==> src/rtl/sdram_arb_pkg.sv <==
// Shared types for the SDRAM arbiter: address packing, burst payload and FSM states.
package sdram_arb_pkg;

  localparam int unsigned BURST_LEN = 4;

  typedef struct packed {
    logic [2:0]  ba;
    logic [13:0] row;
    logic [8:0]  col;
  } sdram_addr_t;

  typedef logic [BURST_LEN-1:0][15:0] burst_t;

  typedef enum logic [2:0] {
    StIdle,
    StWrIssue,
    StWrWait,
    StRdIssue,
    StRdWait,
    StDone
  } arb_state_t;

endpackage

==> src/rtl/sdram_arb_rr.sv <==
// Two-way round-robin picker; bit 0 is the write client, bit 1 the read client.
module sdram_arb_rr #(
  parameter bit WR_FIRST = 1'b1
) (
  input  logic       sclk,
  input  logic       srst_n,
  input  logic [1:0] req,
  input  logic       advance,
  output logic [1:0] grant
);

  logic ptr_wr_q, ptr_wr_d;

  always_comb begin
    grant    = 2'b00;
    ptr_wr_d = ptr_wr_q;
    case (req)
      2'b01:   grant = 2'b01;
      2'b10:   grant = 2'b10;
      2'b11:   grant = ptr_wr_q ? 2'b01 : 2'b10;
      default: grant = 2'b00;
    endcase
    // The pointer only moves when both clients actually contended for the slot.
    if (advance && (req == 2'b11)) begin
      ptr_wr_d = ~ptr_wr_q;
    end
  end

  always_ff @(posedge sclk) begin
    if (!srst_n) begin
      ptr_wr_q <= WR_FIRST;
    end else begin
      ptr_wr_q <= ptr_wr_d;
    end
  end

endmodule

==> src/rtl/sdram_arbiter.sv <==
// Shares one SDRAM controller between a write and a read client, one 4-word burst at a time,
// with round-robin fairness and a watchdog that aborts a burst the controller never completes.
module sdram_arbiter
  import sdram_arb_pkg::*;
#(
  parameter int unsigned TIMEOUT_CYC = 1023,
  parameter bit          WR_FIRST    = 1'b1
) (
  input  logic             sclk,
  input  logic             srst_n,
  input  logic             wr_req,
  input  logic [25:0]      wr_addr,
  input  logic [3:0][15:0] wr_data,
  output logic             wr_ack,
  input  logic             rd_req,
  input  logic [25:0]      rd_addr,
  output logic             rd_ack,
  output logic [3:0][15:0] rd_data,
  output logic             err,
  output logic             busy,
  output logic [13:0]      ctl_row,
  output logic [8:0]       ctl_col,
  output logic [2:0]       ctl_ba,
  output logic [3:0][15:0] ctl_wdata,
  output logic             ctl_wtrig,
  input  logic             ctl_wfin,
  output logic             ctl_ren,
  input  logic             ctl_rclk,
  input  logic [3:0][15:0] ctl_rdata
);

  localparam int unsigned           WdogW    = $clog2(TIMEOUT_CYC + 1);
  // Last WAIT cycle before abort: WAIT lasts at most TIMEOUT_CYC cycles.
  localparam logic [WdogW-1:0]      WdogLast = WdogW'(TIMEOUT_CYC - 1);

  arb_state_t        state_q, state_d;
  sdram_addr_t       addr_q, addr_d;
  burst_t            wdata_q, wdata_d;
  burst_t            rdata_q, rdata_d;
  logic [WdogW-1:0]  wdog_q, wdog_d;
  logic              timeout_q, timeout_d;
  logic              is_wr_q, is_wr_d;
  logic              wfin_prev_q, rclk_prev_q;
  logic              wfin_rise, rclk_rise, wdog_hit;
  logic [1:0]        grant;

  sdram_arb_rr #(
    .WR_FIRST(WR_FIRST)
  ) u_rr (
    .sclk   (sclk),
    .srst_n (srst_n),
    .req    ({rd_req, wr_req}),
    .advance(state_q == StIdle),
    .grant  (grant)
  );

  assign wfin_rise = ctl_wfin & ~wfin_prev_q;
  assign rclk_rise = ctl_rclk & ~rclk_prev_q;
  assign wdog_hit  = (wdog_q == WdogLast);

  always_comb begin
    state_d   = state_q;
    addr_d    = addr_q;
    wdata_d   = wdata_q;
    rdata_d   = rdata_q;
    wdog_d    = wdog_q;
    timeout_d = timeout_q;
    is_wr_d   = is_wr_q;
    ctl_wtrig = 1'b0;
    ctl_ren   = 1'b0;
    wr_ack    = 1'b0;
    rd_ack    = 1'b0;
    err       = 1'b0;
    unique case (state_q)
      StIdle: begin
        if (grant[0]) begin
          state_d = StWrIssue;
          addr_d  = sdram_addr_t'(wr_addr);
          wdata_d = wr_data;
          is_wr_d = 1'b1;
        end else if (grant[1]) begin
          state_d = StRdIssue;
          addr_d  = sdram_addr_t'(rd_addr);
          is_wr_d = 1'b0;
        end
      end
      StWrIssue: begin
        ctl_wtrig = 1'b1;
        wdog_d    = '0;
        timeout_d = 1'b0;
        state_d   = StWrWait;
      end
      StRdIssue: begin
        ctl_ren   = 1'b1;
        wdog_d    = '0;
        timeout_d = 1'b0;
        state_d   = StRdWait;
      end
      StWrWait: begin
        wdog_d = wdog_q + WdogW'(1);
        if (wfin_rise) begin
          state_d = StDone;
        end else if (wdog_hit) begin
          state_d   = StDone;
          timeout_d = 1'b1;
        end
      end
      StRdWait: begin
        wdog_d = wdog_q + WdogW'(1);
        // Completion takes priority over a watchdog expiry in the same cycle.
        if (rclk_rise) begin
          state_d = StDone;
          rdata_d = ctl_rdata;
        end else if (wdog_hit) begin
          state_d   = StDone;
          timeout_d = 1'b1;
        end
      end
      StDone: begin
        wr_ack  = is_wr_q;
        rd_ack  = ~is_wr_q;
        err     = timeout_q;
        state_d = StIdle;
      end
      default: state_d = StIdle;
    endcase
  end

  always_ff @(posedge sclk) begin
    if (!srst_n) begin
      state_q     <= StIdle;
      addr_q      <= '0;
      wdata_q     <= '0;
      rdata_q     <= '0;
      wdog_q      <= '0;
      timeout_q   <= 1'b0;
      is_wr_q     <= 1'b0;
      wfin_prev_q <= 1'b0;
      rclk_prev_q <= 1'b0;
    end else begin
      state_q     <= state_d;
      addr_q      <= addr_d;
      wdata_q     <= wdata_d;
      rdata_q     <= rdata_d;
      wdog_q      <= wdog_d;
      timeout_q   <= timeout_d;
      is_wr_q     <= is_wr_d;
      wfin_prev_q <= ctl_wfin;
      rclk_prev_q <= ctl_rclk;
    end
  end

  assign busy      = (state_q != StIdle);
  assign ctl_row   = addr_q.row;
  assign ctl_col   = addr_q.col;
  assign ctl_ba    = addr_q.ba;
  assign ctl_wdata = wdata_q;
  assign rd_data   = rdata_q;

endmodule

==> config.mk <==
export PLATFORM = sky130hd
export DESIGN_NAME = sdram_arbiter
export DESIGN_NICKNAME = d
export VERILOG_FILES = /design/src/rtl/sdram_arb_pkg.sv /design/src/rtl/sdram_arb_rr.sv /design/src/rtl/sdram_arbiter.sv
export SDC_FILE = /design/constraint.sdc
export NUM_CORES = 1
export LEC_CHECK = 0
export BUFFER_PORTS_ARGS = -buffer_cell sky130_fd_sc_hd__buf_2
export CAP_MARGIN = 40
export CORE_AREA = 4 4 134 136
export DETAILED_ROUTE_END_ITERATION = 10
export DIE_AREA = 0 0 138 140
export PLACE_DENSITY = 0.71
export SYNTH_ARGS = -nofsm -noshare
export SYNTH_HDL_FRONTEND = slang
export SYNTH_SLANG_ARGS = --single-unit
==> constraint.sdc <==
create_clock -name sclk -period 1.86 [get_ports sclk]
set_clock_uncertainty 0.15 [all_clocks]
set_input_delay 0.186 -clock sclk [delete_from_list [all_inputs] [get_ports sclk]]
set_output_delay 0.186 -clock sclk [all_outputs]
set_load 0.01 [all_outputs]
# Word level (Yosys, flattened, before mapping)
# Index checks and enable logic that the tools add are counted.
[totals]
register_bits = 172
word_cells = 71
output_inout_bits = 160
[op_classes]
eq_ne = 12
reduce_logical = 12
n_bitwise = 6
addsub = 1
muxes = 22
[op_table]
columns = ["op", "count"]
rows = [
  ["2-to-1 mux 26 bit", 2],
  ["one-hot mux 10 bit (2 select lines)", 1],
  ["2-to-1 mux 3 bit", 5],
  ["one-hot mux 3 bit (5 select lines)", 1],
  ["adder 10 x 1 -> 10 bit, second input constant", 1],
  ["equality test 10 bit, second input constant", 1],
  ["2-to-1 mux 1 bit", 10],
  ["equality test 3 x 2 -> 1 bit, second input constant", 2],
  ["equality test 3 bit, second input constant", 2],
  ["one-hot mux 2 bit (3 select lines)", 1],
  ["AND reduction 2 bit", 3],
  ["nonzero test 3 bit", 2],
  ["equality test 2 bit, second input constant", 2],
  ["!= test 2 bit, second input constant", 2],
  ["NOT 1 bit", 4],
  ["nonzero test 2 bit", 2],
  ["OR reduction 2 bit", 2],
  ["equality test 3 x 1 -> 1 bit, second input constant", 1],
  ["zero test 3 bit", 1],
  ["!= test 3 bit, second input constant", 1],
  ["one-hot mux 1 bit (3 select lines)", 1],
  ["AND reduction 3 bit", 1],
  ["bitwise AND 1 bit", 2],
  ["equality test 2 x 1 -> 1 bit, second input constant", 1],
  ["other kinds (2)", 2],
]

# Depth between registers and ports, before layout
# Gate-level depths: netlist of the first run.
[depth]
word_depth = 5
depth_mapped = 7
mapped_depth_nobuf = 6

# Hierarchy
# From an unflattened synthesis of the first run, not the netlist that was laid out.
[hier_totals]
hier_cells = 799
hier_area_um2 = 6930.4
[by_module_without_submodules]
columns = ["module", "area_per_inst_um2", "n_inst", "cells_per_inst", "seq_area_each_um2"]
rows = [
  ["sdram_arbiter", 6867.8, 1, 792, 3423.3],
  ["sdram_arb_rr", 62.6, 1, 7, 20.0],
]

# Least setup slack after synthesis of the first run
# OpenSTA, ideal clock, no wires.
[synth_path]
kind = "register to register"
start = "reg state_q[2]"
end = "reg addr_q, in the netlist ctl_row[10]"
setup_slack_ns = 0.311
path_stages_with_launch = 7
arrival_time_ns = 1.259
cell_sequence = "dfxtp_1 nor3_2 buf_4 inv_2 nor2_4 buf_2 a211oi_1"
[synth_via]
elab_chain_cells = 2
[synth_lines]
columns = ["item", "line", "text"]
rows = [
  ["start: declaration", "sdram_arbiter.sv:36", "arb_state_t state_q, state_d;"],
  ["start signal: assignment", "sdram_arbiter.sv:131", "state_q <= StIdle;"],
  ["start signal: assignment", "sdram_arbiter.sv:141", "state_q <= state_d;"],
  ["zero test 3 bit", "sdram_arbiter.sv:74", "unique case (state_q)"],
  ["AND reduction 2 bit (no source line)", "n/a", ""],
  ["end signal: assignment", "sdram_arbiter.sv:142", "addr_q <= addr_d;"],
  ["end: declaration", "sdram_arbiter.sv:37", "sdram_addr_t addr_q, addr_d;"],
]
# No other way between the ends.
# A chain may end at the register's enable or synchronous reset.

# Final worst setup path of the first run
[layout_path]
start = "reg state_q[2]"
end = "out wr_ack"
[layout_via]
elab_chain_cells = 2
[layout_lines]
columns = ["item", "line", "text"]
rows = [
  ["equality test 3 bit", "sdram_arbiter.sv:74", ""],
  ["2-to-1 mux 1 bit", "sdram_arbiter.sv:74", ""],
  ["end: declaration", "sdram_arbiter.sv:14", "output logic wr_ack,"],
]
# No other way between the ends.

==> results of run 1 <==
## cell families (layout without fill, tap and decap cells)
group                      after synthesis  after routing
AOI/OAI and AO/OA                      177            177
xor gates and xnor gates                 8              8
adders and majority gates                2              2
buffers and inverters                   62            586
DFF                                    172            172
muxes                                   27             27
other                                    0              4
and+or+nand+nor                        347            347
## metal layers
metal	vias up	routed length, µm
met5	-	0
met4	0	1020
met3	73	2200
met2	376	12200
met1	3430	9700
li1	3660	-
## Yosys cell counts, types with 3 or more instances
master	instances
nand2_1	264
dfxtp_1	172
a21oi_1	138
nor2_1	42
mux2i_1	26
a211oi_1	21
clkbuf_1	21
buf_2	17
buf_4	10
buf_6	8
nand3_1	7
a211oi_2	6
xnor2_1	6
nor2b_1	5
o21ai_0	5
and3_1	4
nand2b_1	4
nor3_1	4
and2_1	3
inv_1	3
or3_1	3
## path summary, 6_finish.rpt
check | end | slack, ps | cells past startpoint
worst max-delay path | wr_ack | 70 | 4
worst min register to register | ctl_wdata[51] | 300 | 2
worst max register to register | state_q[0] | 120 | 5
worst min-delay path | u_rr.ptr_wr_q | 30 | 4
## worst min-delay path: stages
cell	delay, ps
buf_2	150
nand3_1	100
xor2_1	60
nand2_1	60
## metrics by stage
stage	hold slack, ps	power, µW	cells
5_1_grt	35.3	10700	1547
3_5_place_dp	254	6560	1326
4_1_cts	14.3	10200	1544
6_report	32.1	10200	1548
2_1_floorplan	97.9	5710	795
3_3_place_gp	252	6520	1326
## final cells by class
class	instances	area, µm²	area share [%]
antenna	4	10.0	0.0915
sequential	172	3450	31.5
tap	225	282	2.57
inverter	5	21.3	0.194
clock buffer	18	429	3.92
clock inverter	14	110	1.01
timing repair buffer	549	3830	35.0
multi-input combinational	561	2810	25.7
## registers in the layout (all words and copies together) (netlist names)
name	count
wfin_prev_q	1
u_rr.ptr_wr_q	1
ctl_wdata	64
wdog_q	10
state_q	3
rclk_prev_q	1
rd_data	64
ctl_row	14
ctl_ba	3
ctl_col	9
timeout_q	1
is_wr_q	1
## layout by cell type, fill, tap and decap left out, drive strengths merged, types with 2 or more instances in the layout
master / Yosys / final
clkbuf: 22 / 18
or3: 3 / 3
nand3: 7 / 7
a211oi: 27 / 27
a21oi: 138 / 138
diode: 0 / 4
ha: 2 / 2
xnor2: 6 / 6
clkinv: 0 / 4
nand4: 2 / 2
xor2: 2 / 2
nor4b: 2 / 2
nor2: 43 / 43
nand2b: 4 / 4
dlygate4sd3: 0 / 186
nor2b: 5 / 5
nor4: 2 / 2
mux2i: 26 / 26
and3: 4 / 4
clkinvlp: 0 / 2
and4: 2 / 2
dfxtp: 172 / 172
nand2: 265 / 265
o21ai: 5 / 5
nor3: 5 / 5
and2: 3 / 3
buf: 35 / 363
inv: 5 / 13
## power by group through the flow
stage | Combinational [µW] | Sequential (µW) | Clock, µW
6_report | 2600 | 4310 | 3300
5_1_grt | 2840 | 4350 | 3550
4_1_cts | 2530 | 4280 | 3390
3_5_place_dp | 2210 | 4350 | 0
3_3_place_gp | 2180 | 4340 | 0
2_1_floorplan | 1210 | 4510 | 0
## repair_timing
action,in CTS,in global routing
endpoints found under the hold margin,159,0
setup endpoints to repair,2,7
gates resized for setup,2,6
hold buffers,186,0
==> results.yml, run 1 <==
run_status:
  result_of_the_run: "finished clean"
place:
  detailed_place.area_um2: 8500
  io_buffers: 345
  dp_hpwl_mm: 14.8
  gp_congestion: 0.850
  post-place-ws_ps: 149
critical_path:
  crit_path_start: "state_q[2]"
  crit_path_max_fanout: 13
  critical_path.reg2reg.startpoint: "wdog_q[1]"
  critical-path-slowest-cell: "dfxtp_2"
  setup_crit_path_kind: "reg2out"
  crit_path_largest_cell_delay_ps: 390
  worst_setup_path_start_kind: "register"
  crit_chain: "buf_6 -> nor2b_4 -> and3_1 -> buf_2"
  cp_data_arrival_time_ps: 1450
  worst_setup_path_end_kind: "output port"
  critPathBufInv: 2
  crit_required_ps: 1520
  cpLargestDelayFamily: "flip-flops"
global_route:
  grt_remaining_overflow: 0
  grtUsageMet3_pct: 9.22
  globalRouteMet1Util_pct: 28.6
  grt_antenna_before_repair: 3
  largest_net_degree_at_the_start_of_global_routing: 66
  grt_pass1_vias: 7704
  grt_use_total_pct: 25.1
  grt_busiest_layer: "met2"
  grt_util_met2_pct: 42.1
  grt_first_pass_wirelength_mm: 40.0
clock_network:
  cts.sink_count: 172
  post_cts_buffers: 0
  clock_path_buffers: 2
  cts_root_buffer: "clkbuf_16"
  cts_tree: "yes"
  cts.clk_slew.worst_paths_ps: 60
  h_tree_level_count: 4
  numCtsBuffers: 17
  insertion_delay_ps: 410
yosys:
  yosys.area_share.adder_pct: 0.380
  synth_top_family_by_area: "simple AND/OR/NAND/NOR gates"
  share_of_flip_flops_with_an_asynchronous_set_or_reset_pct: 0
  yosys-top-cells-area: "dfxtp_1 (52%), nand2_1 (15%), a21oi_1 (10%)"
  synth-edff-count: 0
  yosys_register_bits: 172
  synth.yosys.seq_area_share_pct: 52.3
  synthesis.yosys.warnings: 0
  synth_top_area_share_pct: 52.3
  synth_top_cell_by_area: "dfxtp_1"
  synth-simple-area-share_pct: 21.4
  syn-cell-area_um2: 6580
  synth.distinct_cells: 40
  synth-compound-area-share_pct: 15.3
  yosys-mux-area-fraction_pct: 4.13
  synth.net_count: 983
  synthCells: 795
  post_synth.cell_area_avg_um2: 8.28
  synth_flop_cell: "dfxtp_1"
  xor_and_xnor_fraction_of_the_mapped_netlist_area_pct: 1.06
timing:
  final_min_period_over_clock_period_pct: 96.0
  setup_violating_endpoint_count_in_the_final_report: 0
  relSlewSlack_pct: 77.3
  timing.final.ws_setup_ps: 74.3
  report.final.hold_viol_count: 0
  fin_setup_tns_ps: 0
  rsz0062_at_grt: "yes"
  maxClockFrequency_ghz: 0.560
  post-route-min-period_ps: 1790
  worst_pin_slew_ps: 337
  slew_viols_final: 0
final_layout:
  post-route-util_pct: 64.6
  num-fill-cells: 1301
  post_route_cells_drive_above_1_share_pct: 31.5
  fin_nets: 1494
  final_cell_area_um2: 10900
  syn_to_final_growth_pct: 66.2
routing:
  routed_via_density: 4.87
  detail_route.first_pass.iterations: 5
  post-route-drc-count: 0
  detail-route-antenna-nets: 0
  routedWlPerCell_um: 16.2
  drt-initial-drc-count: 530
  vias: 7539
  postRouteWirelength_mm: 25.1
power_and_ir_drop:
  comb_power_share_pct: 25.5
  p_seq_share_pct: 42.2
  power.clock.fraction_pct: 32.3
  power-per-cell-area_nw_per_um2: 933
  internal_power_uw: 6980
  static-leakage-power_uw: 0.00496
  power.share.switching_pct: 31.6
  worst_ir_drop_vdd_mv: 0.622
  switching_power_uw: 3230
die:
  fp.dieH_um: 140
  die_w_um: 138
  design.core.area_um2: 16900
  initial_utilization_pct: 38.9
  core.rowCount: 48
  overall_die_area_um2: 19300
  pin_count: 346
hold_path:
  min-delay-path-class: "in2reg"
  min-delay-start: "wr_req"
flow_run:
  drv_cap: 0
(Power assumes the default switching activity.)
==> inputs of run 2 (changes only) <==
--- a/config.mk
+++ b/config.mk
@@ -11,6 +11,7 @@
 export DETAILED_ROUTE_END_ITERATION = 10
 export DIE_AREA = 0 0 138 140
 export PLACE_DENSITY = 0.71
+export RECOVER_POWER = 50
 export SYNTH_ARGS = -nofsm -noshare
 export SYNTH_HDL_FRONTEND = slang
 export SYNTH_SLANG_ARGS = --single-unit
==> results.yml, run 2 (synthesis gave the netlist of run 1 again) <==
clock_network:
  cts.clk_slew.worst_paths_ps: 60
  numCtsBuffers: 17
  h_tree_level_count: 4
  cts_tree: "yes"
  insertion_delay_ps: 410
  cts.sink_count: 172
  cts_root_buffer: "clkbuf_16"
  post_cts_buffers: 0
  clock_path_buffers: 2
global_route:
  grt_first_pass_wirelength_mm: 40.0
  grt_use_total_pct: 25.1
  grt_pass1_vias: 7704
  largest_net_degree_at_the_start_of_global_routing: 66
  grt_remaining_overflow: 0
  grt_antenna_before_repair: 3
die:
  design.core.area_um2: 16900
  initial_utilization_pct: 38.9
  fp.dieH_um: 140
  overall_die_area_um2: 19300
  pin_count: 346
  die_w_um: 138
  core.rowCount: 48
timing:
  timing.final.ws_setup_ps: 78.2
  worst_pin_slew_ps: 334
  relSlewSlack_pct: 77.5
  report.final.hold_viol_count: 0
  final_min_period_over_clock_period_pct: 95.8
  post-route-min-period_ps: 1780
  maxClockFrequency_ghz: 0.561
  slew_viols_final: 0
  rsz0062_at_grt: "yes"
  setup_violating_endpoint_count_in_the_final_report: 0
power_and_ir_drop:
  comb_power_share_pct: 24.8
  p_seq_share_pct: 42.6
  power.share.switching_pct: 32.0
  power-per-cell-area_nw_per_um2: 943
  internal_power_uw: 6890
  power.clock.fraction_pct: 32.6
  worst_ir_drop_vdd_mv: 0.621
  switching_power_uw: 3240
  static-leakage-power_uw: 0.00433
place:
  place.detailed.instances: 1326
  dp_hpwl_mm: 14.8
  io_buffers: 345
  gp_congestion: 0.850
  post-place-ws_ps: 149
routing:
  detail_route.first_pass.iterations: 5
  detail-route-antenna-nets: 0
  post-route-drc-count: 0
  routedWlPerCell_um: 16.2
  drt-initial-drc-count: 534
  routed_via_density: 4.87
  vias: 7539
  postRouteWirelength_mm: 25.1
critical_path:
  crit_path_max_fanout: 13
  cp_data_arrival_time_ps: 1450
  crit_required_ps: 1520
  critical_path_depth: 4
  rr_worst_depth: 5
  critical-path-slowest-cell: "dfxtp_2"
  cpLargestDelayFamily: "flip-flops"
  setup_crit_path_kind: "reg2out"
  critPathBufInv: 2
  worst_setup_path_end_kind: "output port"
  crit_path_largest_cell_delay_ps: 390
  crit_chain: "buf_6 -> nor2b_4 -> and3_1 -> buf_2"
  worst_setup_path_start_kind: "register"
final_layout:
  final_cell_mix: "nand2_1 (264), buf_2 (194), dlygate4sd3_1 (186)"
  fin_nets: 1494
  post_route_cells_drive_above_1_share_pct: 20.0
  fin_cells: 1548
  mostFrequentLayoutCell: "nand2_1"
  syn_to_final_growth_pct: 63.4
flow_run:
  drv_cap: 0
hold_path:
  timing.hold.worst_path_depth: 4
  min-delay-path-class: "in2reg"
run_status:
  result_of_the_run: "finished clean"
run 2: metal layers:
layer | GRT usage, % | vias up | part of all wire, %
li1 | - | 3661 | -
met1 | 28.6 | 3424 | 39
met2 | 42.1 | 379 | 48
met3 | 9.22 | 75 | 8.8
met4 | 11.8 | 0 | 4.1
met5 | 0 | - | 0
run 2: tightest hold or removal path: cells and delay by family:
| kind | cells | cell delay, ps |
|---|---|---|
| AND/OR/NAND/NOR | 2 | 160 |
| buffers and inverters | 1 | 150 |
| XOR/XNOR | 1 | 60 |
run 2: final cells by class:
| class | count | area, µm² |
|---|---|---|
| diodes | 4 | 10.0 |
| well taps | 225 | 282 |
| clock buffers | 18 | 429 |
| flip-flops and latches | 172 | 3450 |
| inverters | 5 | 21.3 |
| repair buffers | 549 | 3640 |
| fillers | 1390 | 6180 |
| clock inverters | 14 | 110 |
| multi-input cells | 561 | 2810 |
run 2: through the flow:
| step | cell area (µm²) | total power (µW) | TNS [ps] | util [%] | hold slack [ps] |
|---|---|---|---|---|---|
| detailed placement | 8500 | 6560 | 0 | 50.2 | 254 |
| floorplan | 6580 | 5710 | 0 | - | 97.9 |
| finish | 10800 | 10100 | 0 | 63.5 | 31.5 |
| global placement | 8500 | 6520 | 0 | 50.2 | 252 |
| global route | 10700 | 10700 | -43.1 | 63.5 | 35.3 |
| CTS | 10900 | 10200 | 0 | 64.4 | 14.3 |
run 2: path summary, 6_finish.rpt:
check	from	endpoint	slack, ps
min reg2reg	ctl_wdata[51]	ctl_wdata[51]	300
min	wr_req	u_rr.ptr_wr_q	30
max reg2reg	wdog_q[1]	state_q[0]	120
max	state_q[2]	wr_ack	80
run 2: power by group through the flow:
stage	clock, µW	sequential, µW	combinational, µW
detailed placement	0	4350	2210
finish	3300	4320	2520
global placement	0	4340	2180
CTS	3390	4280	2530
global route	3550	4360	2750
floorplan	0	4510	1210
run 2: repair_timing:
| action | in CTS | in global routing |
|---|---|---|
| setup endpoints to repair | 2 | 7 |
| resized for setup | 2 | 6 |
| hold buffers | 186 | 0 |
| endpoints found under the hold margin | 159 | 0 |
==> inputs of run 3 (changes only) <==
--- a/config.mk
+++ b/config.mk
@@ -5,12 +5,12 @@
 export SDC_FILE = /design/constraint.sdc
 export NUM_CORES = 1
 export LEC_CHECK = 0
-export BUFFER_PORTS_ARGS = -buffer_cell sky130_fd_sc_hd__buf_2
+export BUFFER_PORTS_ARGS = -buffer_cell sky130_fd_sc_hd__clkbuf_2
 export CAP_MARGIN = 40
-export CORE_AREA = 4 4 134 136
+export CORE_AREA = 2 2 136 138
 export DETAILED_ROUTE_END_ITERATION = 10
 export DIE_AREA = 0 0 138 140
-export PLACE_DENSITY = 0.71
+export PLACE_DENSITY = 0.68
 export RECOVER_POWER = 50
 export SYNTH_ARGS = -nofsm -noshare
 export SYNTH_HDL_FRONTEND = slang
==> results.yml, run 3 (synthesis gave the netlist of run 1 again) <==
run_status:
  result_of_the_run: "finished clean"
clock_network:
  h_tree_level_count: 4
  cts_tree: "yes"
  post_cts_buffers: 0
  insertion_delay_ps: 420
  cts.clk_slew.worst_paths_ps: 70
  cts.sink_count: 172
  numCtsBuffers: 17
  cts_root_buffer: "clkbuf_16"
  clock_path_buffers: 2
place:
  io_buffers: 345
  post-place-ws_ps: 163
  gp_congestion: 0.819
  dp_hpwl_mm: 14.6
timing:
  worst_pin_slew_ps: 508
  slew_viols_final: 0
  setup_violating_endpoint_count_in_the_final_report: 0
  post-route-min-period_ps: 1800
  worst_hold_margin_ps: 45.3
  final_min_period_over_clock_period_pct: 96.7
  relSlewSlack_pct: 66.1
  report.final.hold_viol_count: 0
  rsz0062_at_grt: "yes"
  maxClockFrequency_ghz: 0.556
  fin_setup_tns_ps: 0
  timing.final.ws_setup_ps: 62.1
power_and_ir_drop:
  power-per-cell-area_nw_per_um2: 962
  static-leakage-power_uw: 0.00439
  worst_ir_drop_vdd_mv: 0.601
global_route:
  grt_use_total_pct: 24.7
  largest_net_degree_at_the_start_of_global_routing: 65
  grt_pass1_vias: 7782
  grt_antenna_before_repair: 3
  grt_first_pass_wirelength_mm: 39.1
  grt_remaining_overflow: 0
critical_path:
  setup_crit_path_kind: "reg2out"
  worst_setup_path_end_kind: "output port"
  worst_setup_path_start_kind: "register"
  cp_data_arrival_time_ps: 1460
  crit_required_ps: 1520
  crit_path_max_fanout: 14
die:
  fp.dieH_um: 140
  pin_count: 346
  initial_utilization_pct: 37.0
  core.rowCount: 49
  overall_die_area_um2: 19300
  design.core.area_um2: 17800
  die_w_um: 138
routing:
  post-route-drc-count: 0
  routed_via_density: 4.87
  detail_route.first_pass.iterations: 5
  detail-route-antenna-nets: 0
  routedWlPerCell_um: 15.8
  drt-initial-drc-count: 379
  postRouteWirelength_mm: 24.7
  vias: 7585
final_layout:
  post_route_cells_drive_above_1_share_pct: 19.9
  final_cell_mix: "nand2_1 (264), clkbuf_2 (190), dlygate4sd3_1 (185)"
  syn_to_final_growth_pct: 64.5
  mostFrequentLayoutCell: "nand2_1"
  num-fill-cells: 1521
  fin_nets: 1499
hold_path:
  min-delay-path-class: "in2reg"
flow_run:
  drv_cap: 0
[run 3: final cells by class]
class | count | area, µm² | share of cell area, %
Clock buffer | 18 | 439 | 4.06
Inverter | 5 | 21.3 | 0.196
Multi-Input combinational cell | 561 | 2810 | 25.9
Clock inverter | 14 | 150 | 1.39
Timing Repair Buffer | 554 | 3660 | 33.9
Tap cell | 229 | 287 | 2.65
Sequential cell | 172 | 3440 | 31.8
Antenna cell | 5 | 12.5 | 0.116
[run 3: repair_timing]
action | 4_1_cts | 5_1_grt
endpoints found under the setup margin | 2 | 3
hold buffers | 185 | 0
hold endpoints to repair | 159 | 0
gates resized for setup | 1 | 2
[run 3: power by group]
group	total, µW	internal, µW	leakage [µW]	switching (µW)
registers	4290	4060	0.00140	224
logic	2540	1090	0.00270	1450
clock network	3580	1940	0.000285	1640
total	10400	7090	0.00439	3320
[run 3: routing by layer]
metal,global-route usage [%],part of all wire (%),up-vias
li1,-,-,3669
met1,27.9,39,3464
met2,42.4,49,373
met3,7.32,8.3,79
met4,13.0,4.1,0
met5,0,0,-
[run 3: per-stage QoR]
stage / cells / area (µm²) / total power (µW) / utilization, %
2_1_floorplan: 795 / 6580 / 5710 / -
3_3_place_gp: 1336 / 8570 / 6580 / 48.2
3_5_place_dp: 1336 / 8570 / 6610 / 48.2
4_1_cts: 1553 / 11000 / 10500 / 61.9
5_1_grt: 1556 / 10800 / 10900 / 60.9
6_report: 1558 / 10800 / 10400 / 60.9
[run 3: final timing paths]
kind	startpoint	to	slack, ps	cells past startpoint
setup / recovery	state_q[2]	wr_ack	60	4
hold / removal	rd_req	u_rr.ptr_wr_q	50	4
setup reg to reg	state_q[1]	wdog_q[9]	100	5
hold reg to reg	rd_data[39]	rd_data[39]	300	2
[run 3: critical path, stage by stage, from the launching register on]
cell	delay, ps
dfxtp_1	360
buf_4	200
nor2b_4	190
and3_1	160
clkbuf_2	120
